### config.mk
export PLATFORM = sky130hd
export DESIGN_NAME = remus_block_sched_flat
export DESIGN_NICKNAME = d
export VERILOG_FILES = /design/src/rtl/remus_block_sched_pkg.sv /design/src/rtl/remus_block_sched_if.sv /design/src/rtl/remus_blkcnt_lfsr.sv /design/src/rtl/remus_block_sched.sv /design/src/flat_wrapper.sv
export SDC_FILE = /design/constraint.sdc
export NUM_CORES = 1
export LEC_CHECK = 0
export CAP_MARGIN = 10
export CORE_ASPECT_RATIO = 0.7
export CORE_MARGIN = 10
export CORE_UTILIZATION = 43
export DETAILED_ROUTE_END_ITERATION = 12
export GPL_ROUTABILITY_DRIVEN = 0
export PLACE_DENSITY = 0.79
export SETUP_SLACK_MARGIN = 0.15
export SYNTH_ARGS = -nofsm -noshare
export SYNTH_HDL_FRONTEND = slang
export SYNTH_SLANG_ARGS = --single-unit
export TNS_END_PERCENT = 30
### constraint.sdc
create_clock -name clk -period 1.9 [get_ports clk]
set_input_delay 0.57 -clock clk [delete_from_list [all_inputs] [get_ports clk]]
set_output_delay 0.57 -clock clk [all_outputs]
set_load 0.02 [all_outputs]
### src/rtl/remus_block_sched_pkg.sv
// Shared types and constants for the Remus block sequencer.
package remus_block_sched_pkg;

  localparam int unsigned BUSWIDTH_DEF = 32;
  localparam int unsigned ROUNDS_DEF   = 40;
  localparam int unsigned OP_W         = 2;
  localparam int unsigned NBYTES_W     = 5;
  localparam int unsigned BLOCK_BYTES  = 16;

  localparam logic [7:0] LFSR_POLY    = 8'h1D;
  localparam logic [7:0] BLK_CNT_INIT = 8'h01;

  typedef enum logic [2:0] {
    ST_IDLE  = 3'd0,
    ST_LOAD  = 3'd1,
    ST_ROUND = 3'd2,
    ST_FIX   = 3'd3,
    ST_OUT   = 3'd4
  } sched_state_e;

  typedef enum logic [OP_W-1:0] {
    OP_AD   = 2'd0,
    OP_ENC  = 2'd1,
    OP_DEC  = 2'd2,
    OP_RSVD = 2'd3
  } op_e;

  typedef struct packed {
    op_e                 op;
    logic [NBYTES_W-1:0] nbytes;
  } cmd_t;

  localparam cmd_t CMD_RESET = '{op: OP_AD, nbytes: '0};

  // Reserved opcode behaves as associated data.
  function automatic op_e decode_op(input logic [OP_W-1:0] raw);
    return (raw == OP_RSVD) ? OP_AD : op_e'(raw);
  endfunction

  // Out-of-range byte counts mean a full block.
  function automatic logic [NBYTES_W-1:0] clamp_nbytes(input logic [NBYTES_W-1:0] n);
    return ((n == '0) || (n > NBYTES_W'(BLOCK_BYTES))) ? NBYTES_W'(BLOCK_BYTES) : n;
  endfunction

endpackage

### src/rtl/remus_block_sched_if.sv
// Command, input-bus and output-bus handshakes between the I/O controller and the sequencer.
interface remus_block_sched_if;
  import remus_block_sched_pkg::*;

  logic                cmd_valid;
  logic                cmd_ready;
  logic [OP_W-1:0]     cmd_op;
  logic                cmd_first;
  logic [NBYTES_W-1:0] cmd_nbytes;
  logic                pdi_valid;
  logic                pdi_ready;
  logic                pdo_valid;
  logic                pdo_ready;

  modport master (
    output cmd_valid, cmd_op, cmd_first, cmd_nbytes, pdi_valid, pdo_ready,
    input  cmd_ready, pdi_ready, pdo_valid
  );

  modport slave (
    input  cmd_valid, cmd_op, cmd_first, cmd_nbytes, pdi_valid, pdo_ready,
    output cmd_ready, pdi_ready, pdo_valid
  );

endinterface

### src/rtl/remus_blkcnt_lfsr.sv
// One doubling step of the 8-bit block counter in GF(2^8).
module remus_blkcnt_lfsr
  import remus_block_sched_pkg::*;
(
  input  logic [7:0] dold,
  output logic [7:0] dnew
);

  assign dnew = {dold[6:0], 1'b0} ^ (dold[7] ? LFSR_POLY : 8'h00);

endmodule

### src/rtl/remus_block_sched.sv
// Remus block sequencer: walks the datapath through load, rounds, counter fix and unload.
module remus_block_sched
  import remus_block_sched_pkg::*;
#(
  parameter int unsigned BUSWIDTH     = BUSWIDTH_DEF,
  parameter int unsigned BUSWIDTHBYTE = BUSWIDTH / 8,
  parameter int unsigned ROUNDS       = ROUNDS_DEF
) (
  input  logic                    clk,
  input  logic                    rst,
  remus_block_sched_if.slave      bus,
  output logic                    srst,
  output logic                    senc,
  output logic                    sse,
  output logic                    xrst,
  output logic                    xenc,
  output logic                    xse,
  output logic                    erst,
  output logic                    sl,
  output logic                    correct_cnt,
  output logic [7:0]              dold,
  output logic [7:0]              dnew,
  output logic [BUSWIDTHBYTE-1:0] decrypt,
  output logic                    busy
);

  localparam int unsigned BEATS  = 128 / BUSWIDTH;
  localparam int unsigned BEAT_W = $clog2(BEATS);
  localparam int unsigned RND_W  = $clog2(ROUNDS);

  sched_state_e      state_q, state_d;
  logic [BEAT_W-1:0] beat_q, beat_d;
  logic [RND_W-1:0]  rnd_q, rnd_d;
  logic [7:0]        blk_q, blk_d;
  cmd_t              cmd_q, cmd_d;

  // Counter byte reads as its reset value while rst is held.
  assign dold = rst ? BLK_CNT_INIT : blk_q;

  remus_blkcnt_lfsr u_lfsr (
    .dold (dold),
    .dnew (dnew)
  );

  always_ff @(posedge clk) begin
    if (rst) begin
      state_q <= ST_IDLE;
      beat_q  <= '0;
      rnd_q   <= '0;
      blk_q   <= BLK_CNT_INIT;
      cmd_q   <= CMD_RESET;
    end else begin
      state_q <= state_d;
      beat_q  <= beat_d;
      rnd_q   <= rnd_d;
      blk_q   <= blk_d;
      cmd_q   <= cmd_d;
    end
  end

  always_comb begin
    state_d       = state_q;
    beat_d        = beat_q;
    rnd_d         = rnd_q;
    blk_d         = blk_q;
    cmd_d         = cmd_q;
    bus.cmd_ready = 1'b0;
    bus.pdi_ready = 1'b0;
    bus.pdo_valid = 1'b0;
    srst          = 1'b0;
    senc          = 1'b0;
    sse           = 1'b0;
    xrst          = 1'b0;
    xenc          = 1'b0;
    xse           = 1'b0;
    erst          = 1'b0;
    sl            = 1'b0;
    correct_cnt   = 1'b0;
    decrypt       = '0;
    busy          = 1'b0;

    if (rst) begin
      srst = 1'b1;
      xrst = 1'b1;
      erst = 1'b1;
    end else begin
      busy = (state_q != ST_IDLE);
      unique case (state_q)
        ST_IDLE: begin
          bus.cmd_ready = 1'b1;
          erst          = 1'b1;
          if (bus.cmd_valid) begin
            cmd_d.op     = decode_op(bus.cmd_op);
            cmd_d.nbytes = clamp_nbytes(bus.cmd_nbytes);
            beat_d       = '0;
            state_d      = ST_LOAD;
            if (bus.cmd_first) begin
              srst  = 1'b1;
              xrst  = 1'b1;
              blk_d = BLK_CNT_INIT;
            end
          end
        end

        // State and tkx shift in together, one beat per pdi handshake.
        ST_LOAD: begin
          bus.pdi_ready = 1'b1;
          erst          = 1'b1;
          if (bus.pdi_valid) begin
            senc   = 1'b1;
            sse    = 1'b1;
            xenc   = 1'b1;
            xse    = 1'b1;
            beat_d = beat_q + BEAT_W'(1);
            if (beat_q == BEAT_W'(BEATS - 1)) begin
              beat_d  = '0;
              rnd_d   = '0;
              state_d = ST_ROUND;
            end
          end
        end

        ST_ROUND: begin
          senc  = 1'b1;
          xenc  = 1'b1;
          rnd_d = rnd_q + RND_W'(1);
          if (rnd_q == RND_W'(ROUNDS - 1)) begin
            state_d = ST_FIX;
          end
        end

        ST_FIX: begin
          correct_cnt = 1'b1;
          xenc        = 1'b1;
          blk_d       = dnew;
          beat_d      = '0;
          state_d     = (cmd_q.op == OP_AD) ? ST_IDLE : ST_OUT;
        end

        ST_OUT: begin
          bus.pdo_valid = 1'b1;
          sl            = 1'b1;
          for (int unsigned i = 0; i < BUSWIDTHBYTE; i++) begin
            decrypt[i] = (cmd_q.op == OP_DEC) &&
                         ((32'(beat_q) * BUSWIDTHBYTE + i) < 32'(cmd_q.nbytes));
          end
          if (bus.pdo_ready) begin
            senc   = 1'b1;
            sse    = 1'b1;
            beat_d = beat_q + BEAT_W'(1);
            if (beat_q == BEAT_W'(BEATS - 1)) begin
              beat_d  = '0;
              state_d = ST_IDLE;
            end
          end
        end

        default: state_d = ST_IDLE;
      endcase
    end
  end

endmodule

### src/flat_wrapper.sv
// flat-port wrapper written by rule: the top's interface ports become plain ports
module remus_block_sched_flat import remus_block_sched_pkg::*;
#(
  parameter int unsigned BUSWIDTH     = BUSWIDTH_DEF,
  parameter int unsigned BUSWIDTHBYTE = BUSWIDTH / 8,
  parameter int unsigned ROUNDS       = ROUNDS_DEF
)
  (clk, rst, srst, senc, sse, xrst, xenc, xse, erst, sl, correct_cnt, dold, dnew, decrypt, busy, bus_cmd_valid, bus_cmd_op, bus_cmd_first, bus_cmd_nbytes, bus_pdi_valid, bus_pdo_ready, bus_cmd_ready, bus_pdi_ready, bus_pdo_valid);
  remus_block_sched_if bus_i ();
  input  logic clk;
  input  logic rst;
  output logic srst;
  output logic senc;
  output logic sse;
  output logic xrst;
  output logic xenc;
  output logic xse;
  output logic erst;
  output logic sl;
  output logic correct_cnt;
  output logic [7:0] dold;
  output logic [7:0] dnew;
  output logic [BUSWIDTHBYTE-1:0] decrypt;
  output logic busy;
  input wire logic [$bits(bus_i.cmd_valid)-1:0] bus_cmd_valid;
  input wire logic [$bits(bus_i.cmd_op)-1:0] bus_cmd_op;
  input wire logic [$bits(bus_i.cmd_first)-1:0] bus_cmd_first;
  input wire logic [$bits(bus_i.cmd_nbytes)-1:0] bus_cmd_nbytes;
  input wire logic [$bits(bus_i.pdi_valid)-1:0] bus_pdi_valid;
  input wire logic [$bits(bus_i.pdo_ready)-1:0] bus_pdo_ready;
  output wire logic [$bits(bus_i.cmd_ready)-1:0] bus_cmd_ready;
  output wire logic [$bits(bus_i.pdi_ready)-1:0] bus_pdi_ready;
  output wire logic [$bits(bus_i.pdo_valid)-1:0] bus_pdo_valid;
  assign bus_i.cmd_valid = bus_cmd_valid;
  assign bus_i.cmd_op = bus_cmd_op;
  assign bus_i.cmd_first = bus_cmd_first;
  assign bus_i.cmd_nbytes = bus_cmd_nbytes;
  assign bus_i.pdi_valid = bus_pdi_valid;
  assign bus_i.pdo_ready = bus_pdo_ready;
  assign bus_cmd_ready = bus_i.cmd_ready;
  assign bus_pdi_ready = bus_i.pdi_ready;
  assign bus_pdo_valid = bus_i.pdo_valid;
  remus_block_sched #(.BUSWIDTH(BUSWIDTH), .BUSWIDTHBYTE(BUSWIDTHBYTE), .ROUNDS(ROUNDS)) u_core (.clk(clk), .rst(rst), .bus(bus_i), .srst(srst), .senc(senc), .sse(sse), .xrst(xrst), .xenc(xenc), .xse(xse), .erst(erst), .sl(sl), .correct_cnt(correct_cnt), .dold(dold), .dnew(dnew), .decrypt(decrypt), .busy(busy));
endmodule
-- Word level (Yosys, flattened, before mapping)
Index checks and enable logic that the tools add are counted.
Widths: inputs -> output; s select.
- register bits: 26
- memories kept: 0
- bits in latches: 0
- ROM bits: 0
- bits in writable memories: 0
- input bits: 13
- div/mod/pow operators: 0
- multiply operators: 0
- $lt $le $gt $ge: 5
- bitwise operators: 1
- reductions and logical operators: 19
- equal/unequal tests: 15
- muxes and demuxes: 50
- shift operators: 0
- add/sub/neg operators: 5
- operators with widths (operator ; number):
    $lt 32x5->1 ; 3
    $mux 8 ; 3
    $mux 1 ; 22
    $mux 3 ; 7
    $pmux 8 s2 ; 1
    $pmux 3 s5 ; 1
    $mux 6 ; 2
    $pmux 6 s2 ; 1
    $add 4x2->5 const B ; 2
    $mux 2 ; 5
    $mux 5 ; 2
    $mux 4 ; 2
    $ne 2x2->1 const B ; 4
    $pmux 2 s4 ; 1
    $xor 8x8->8 ; 1
    $add 6x1->6 const B ; 1
    $eq 2x2->1 const B ; 3
    $eq 3x2->1 const B ; 2
    $eq 6x6->1 const B ; 1
    $ne 2x1->1 const B ; 3
    $reduce_and 3->1 ; 2
    $reduce_and 6->1 ; 1
    $add 4x1->5 const B ; 1
    $gt 5x5->1 const B ; 1
    other kinds (17) ; 23

-- Longest topological paths before layout
- depth after elaboration: 5
- gate-level depth with buffers: 6

-- Modules after synthesis
A second synthesis with hierarchy kept.
- cells, all modules: 194
- area total of the unflattened synthesis: 1527.7 µm²
- modules (own cells, without submodules) (module ; sequential area each (µm²) ; times used ; cells each ; area each (µm²)):
    remus_block_sched ; 520.5 ; 1 ; 186 ; 1463.9
    remus_blkcnt_lfsr ; 0.0 ; 1 ; 8 ; 63.8

-- Worst setup path before layout
No wires, ideal clock.
- path kind: register to output
- start: register u_core.state_q[0]
- end: output decrypt[2]
- data required time: 1.330 ns
- slack: -0.305 ns
- data arrival time: 1.635 ns
- cell stages (with the launch flop): 7
- cell sequence: dfxtp_1 buf_6 buf_2 nor2b_1 nand4b_1 a21oi_1 o31a_1
- cells in the longest elaborated chain, start to end: 3
- RTL lines (item ; line ; text):
    start, declared ; remus_block_sched.sv:31 ; sched_state_e state_q, state_d;
    start signal, assigned ; remus_block_sched.sv:53 ; state_q <= state_d;
    $eq 3x3->1 ; remus_block_sched.sv:88 ; unique case (state_q)
    $mux 4 ; remus_block_sched.sv:88 ;
    $mux 4 ; remus_block_sched.sv:82 ; if (rst) begin
    end, declared ; flat_wrapper.sv:23 ; output logic [BUSWIDTHBYTE-1:0] decrypt;
No other way between the ends.

-- Worst setup path in the final report
- start: register u_core.cmd_q[2] in the netlist's numbering
- end: output decrypt[0]
- cells in the longest elaborated chain, start to end: 4
- RTL lines (item ; line ; text):
    start, declared ; remus_block_sched.sv:35 ; cmd_t cmd_q, cmd_d;
    start signal, assigned ; remus_block_sched.sv:57 ; cmd_q <= cmd_d;
    $lt 4x5->1 ; remus_block_sched.sv:145 ; ((32'(beat_q) * BUSWIDTHBYTE + i) < 32'(cmd_q.nbytes));
    $logic_and 1x1->1 ; remus_block_sched.sv:144 ; decrypt[i] = (cmd_q.op == OP_DEC) &&
    $mux 4 ; remus_block_sched.sv:88 ;
    $mux 4 ; remus_block_sched.sv:82 ;
No other way between the ends.

==> impl_metrics.yaml <==
setup_path:
  start_kind: "register"
  cp_num_cells: 7
  worstRegToRegCells: 5
  worstReg2RegStart: "u_core.state_q[0]"
  crit_chain: "inv_2 -> ha_4 -> nor3b_4 -> o21ai_1 -> a21oi_1 -> nor2_1 -> buf_4"
  critical_path.top_delay_family: "flip-flops"
  critPathKind: "register to output pin"
  cp.required_ns: 1.33
  regToRegEndpoint: "u_core.beat_q[0]"
  critPathMaxStageDelay_ns: 0.35
  arrival_ns: 1.50
  crit_fanout: 3
  slowest_stage: "dfxtp_2"
  end_kind: "output pin"
  cp_num_buf_inv: 2
  reg2reg_slack_ns: 0.21
pwr:
  ir_drop_mv: 0.5172
  finalPower_mw: 1.228
  p_leak_nw: 1.183
  p_per_area_nw_per_um2: 437.0
die:
  core_um2: 3581
  die_w_um: 93.71
  die_h_um: 71.60
  io_pins: 46
  num_rows: 18
  dieArea_um2: 6709
  initial_core_util_pct: 45.67
clock_tree:
  cts_tree: "yes"
  clockBufferDepth: 2
  cts_sinks: 26
  cts.clk_slew.worst_paths_ns: 0.09
  clk_latency_ns: 0.27
  root_buffer: "clkbuf_8"
  cts_hold_buffers: 0
  htree_levels: 1
  numCtsBuffers: 3
min_path:
  hp-class: "register to register"
  min_path_cells: 2
  hold_path_end: "u_core.cmd_q[3]"
  hp-start: "u_core.cmd_q[3]"
timing:
  timing.final.crit_period_ns: 2.075
  fin_tns_setup_ns: -0.8311
  setup_ws_ns: -0.1747
  rsz0062_at_grt: "true"
  max_freq_mhz: 482.0
  min_period_over_period_pct: 109.2
  final_max_slew_viol_count: 0
  setup_viol: 9
  worst_pin_slew_ns: 0.4076
  hold_violations: 0
  fin_skew_ns: 0.006239
  slew_headroom_pct: 72.12
synthesis:
  syn-num-nets: 214
  ys_async_sr_fraction_pct: 0
  synth_common_cells: "dfxtp_1, nor2_1, a21oi_1"
  synth_edf_count: 0
  synth_area_per_cell_um2: 8.386
  synth.most_common_cell: "dfxtp_1"
  syn_area_um2: 1635
  synth_cell_type_count: 46
  synth.largest_area_cell: "dfxtp_1"
  yosysWarnings: 0
  yosysSeqAreaShare_pct: 31.83
  yosys-top-cells-area: "dfxtp_1, nor2_1, a21oi_1"
  synth_ff_type: "dfxtp_1"
  synth_top_area_share_pct: 31.83
  syn_inst: 195
  synth-seq-cells: 26
global_routing:
  grt_first_pass_wirelength_mm: 8.342
  use_met3_pct: 3.434
  grt_pass1_vias: 1720
  grt_max_degree: 23
  grt_overflow: 0
  grtUsageTotal_pct: 14.74
  antenna_found_initial: 0
  use_met1_pct: 17.94
  grt.busiest_layer: "met2"
  grtUsageMet2_pct: 26.47
final_layout:
  num_antenna_cells: 0
  drive_gt1_share_pct: 54.68
  syn_to_final_growth_pct: 71.84
  fin_nets: 298
  fillerInstances: 210
  final_util_pct: 78.48
routing:
  wl_mm: 5.639
  drc_errors: 0
  drt_iter0_markers: 56
  antenna_left: 0
  drt-pass1-iter-count: 4
  wl_per_cell_um: 17.19
  via_per_inst: 5.271
  vias: 1729
placement:
  port_buffers: 45
  place_hpwl_mm: 3.549
run:
  maxCapViolCount: 0
outcome:
  violations: "negative setup slack"
  status: "complete, but fails checks"
==> registers in the layout, indices dropped and copies added, names as in the netlist <==
signal	count
u_core.blk_q	8
u_core.cmd_q	7
u_core.rnd_q	6
u_core.state_q	3
u_core.beat_q	2
==> where the power goes <==
| group | internal [mW] | switching [mW] |
|---|---|---|
| clock network | 0.186 | 0.176 |
| logic | 0.159 | 0.145 |
| registers | 0.552 | 0.0108 |
| total | 0.896 | 0.332 |
==> cell usage in the layout, fill, tap and decap left out, types with 6 or more instances in the layout <==
cell and instances:
nand2_1 11, a22o_1 7, buf_4 46, buf_2 12, nor2_4 6, nor2_1 15, nand3b_1 6, dfxtp_1 18
buf_6 28, xnor2_1 6, a21oi_1 10
==> stage by stage <==
stage | setup slack, ns | cell area (µm²) | hold slack [ns] | std cells
floorplan | -0.04258 | 1784 | 0.4319 | 195
global placement | -0.7609 | 2397 | 0.4416 | 312
detailed placement | -0.8171 | 2397 | 0.4469 | 312
CTS | -0.1453 | 2646 | 0.4614 | 324
global route | -0.2781 | 2810 | 0.5051 | 328
finish | -0.1747 | 2810 | 0.4624 | 328
==> worst min-delay path: stages, from the launching register on <==
cell     delay (ns)
dfxtp_2        0.33
nand2_1        0.05
a21oi_1        0.05
==> cell type report <==
class / count / area (µm²) / share of cell area (%)
Multi-Input combinational cell: 143 / 1255 / 44.66
Timing Repair Buffer: 99 / 877.1 / 31.21
Sequential cell: 26 / 538.0 / 19.15
Tap cell: 50 / 62.56 / 2.226
Clock buffer: 4 / 55.05 / 1.959
Inverter: 6 / 22.52 / 0.8014
==> how the worst max path moves through the flow <==
stage	to	start	slack [ns]
2_1_floorplan	xrst	bus_cmd_valid	-0.04
3_3_place_gp	senc	bus_pdi_valid	-0.76
3_5_place_dp	senc	bus_pdi_valid	-0.82
4_1_cts	decrypt[0]	u_core.cmd_q[2]	-0.15
5_1_grt	decrypt[0]	u_core.cmd_q[2]	-0.28
6_report	decrypt[0]	u_core.cmd_q[2]	-0.17
==> routing by layer <==
metal  vias to the layer above  share of wire, %
met5                         -                 0
met4                         0               2.5
met3                        10               3.5
met2                        37                52
met1                       837                42
li1                        845                 -
==> cell families after synthesis <==
logic type / share of synthesized area, %
AND/OR/NAND/NOR: 30.22
AO/OA/AOI/OAI: 18.74
buffers and inverters: 9.563
flip-flops: 31.83
XOR/XNOR: 3.749
adder cells (fa/ha/maj): 4.591
multiplexers: 1.301
==> repair_timing <==
item                       4_1_cts  5_1_grt
hold endpoints to repair         0        0
buffers inserted                 8        4
setup endpoints to repair       41       29
gates resized for setup        229       32
pin swaps                       24       16
No activity file was read; power rests on OpenSTA's default activity.
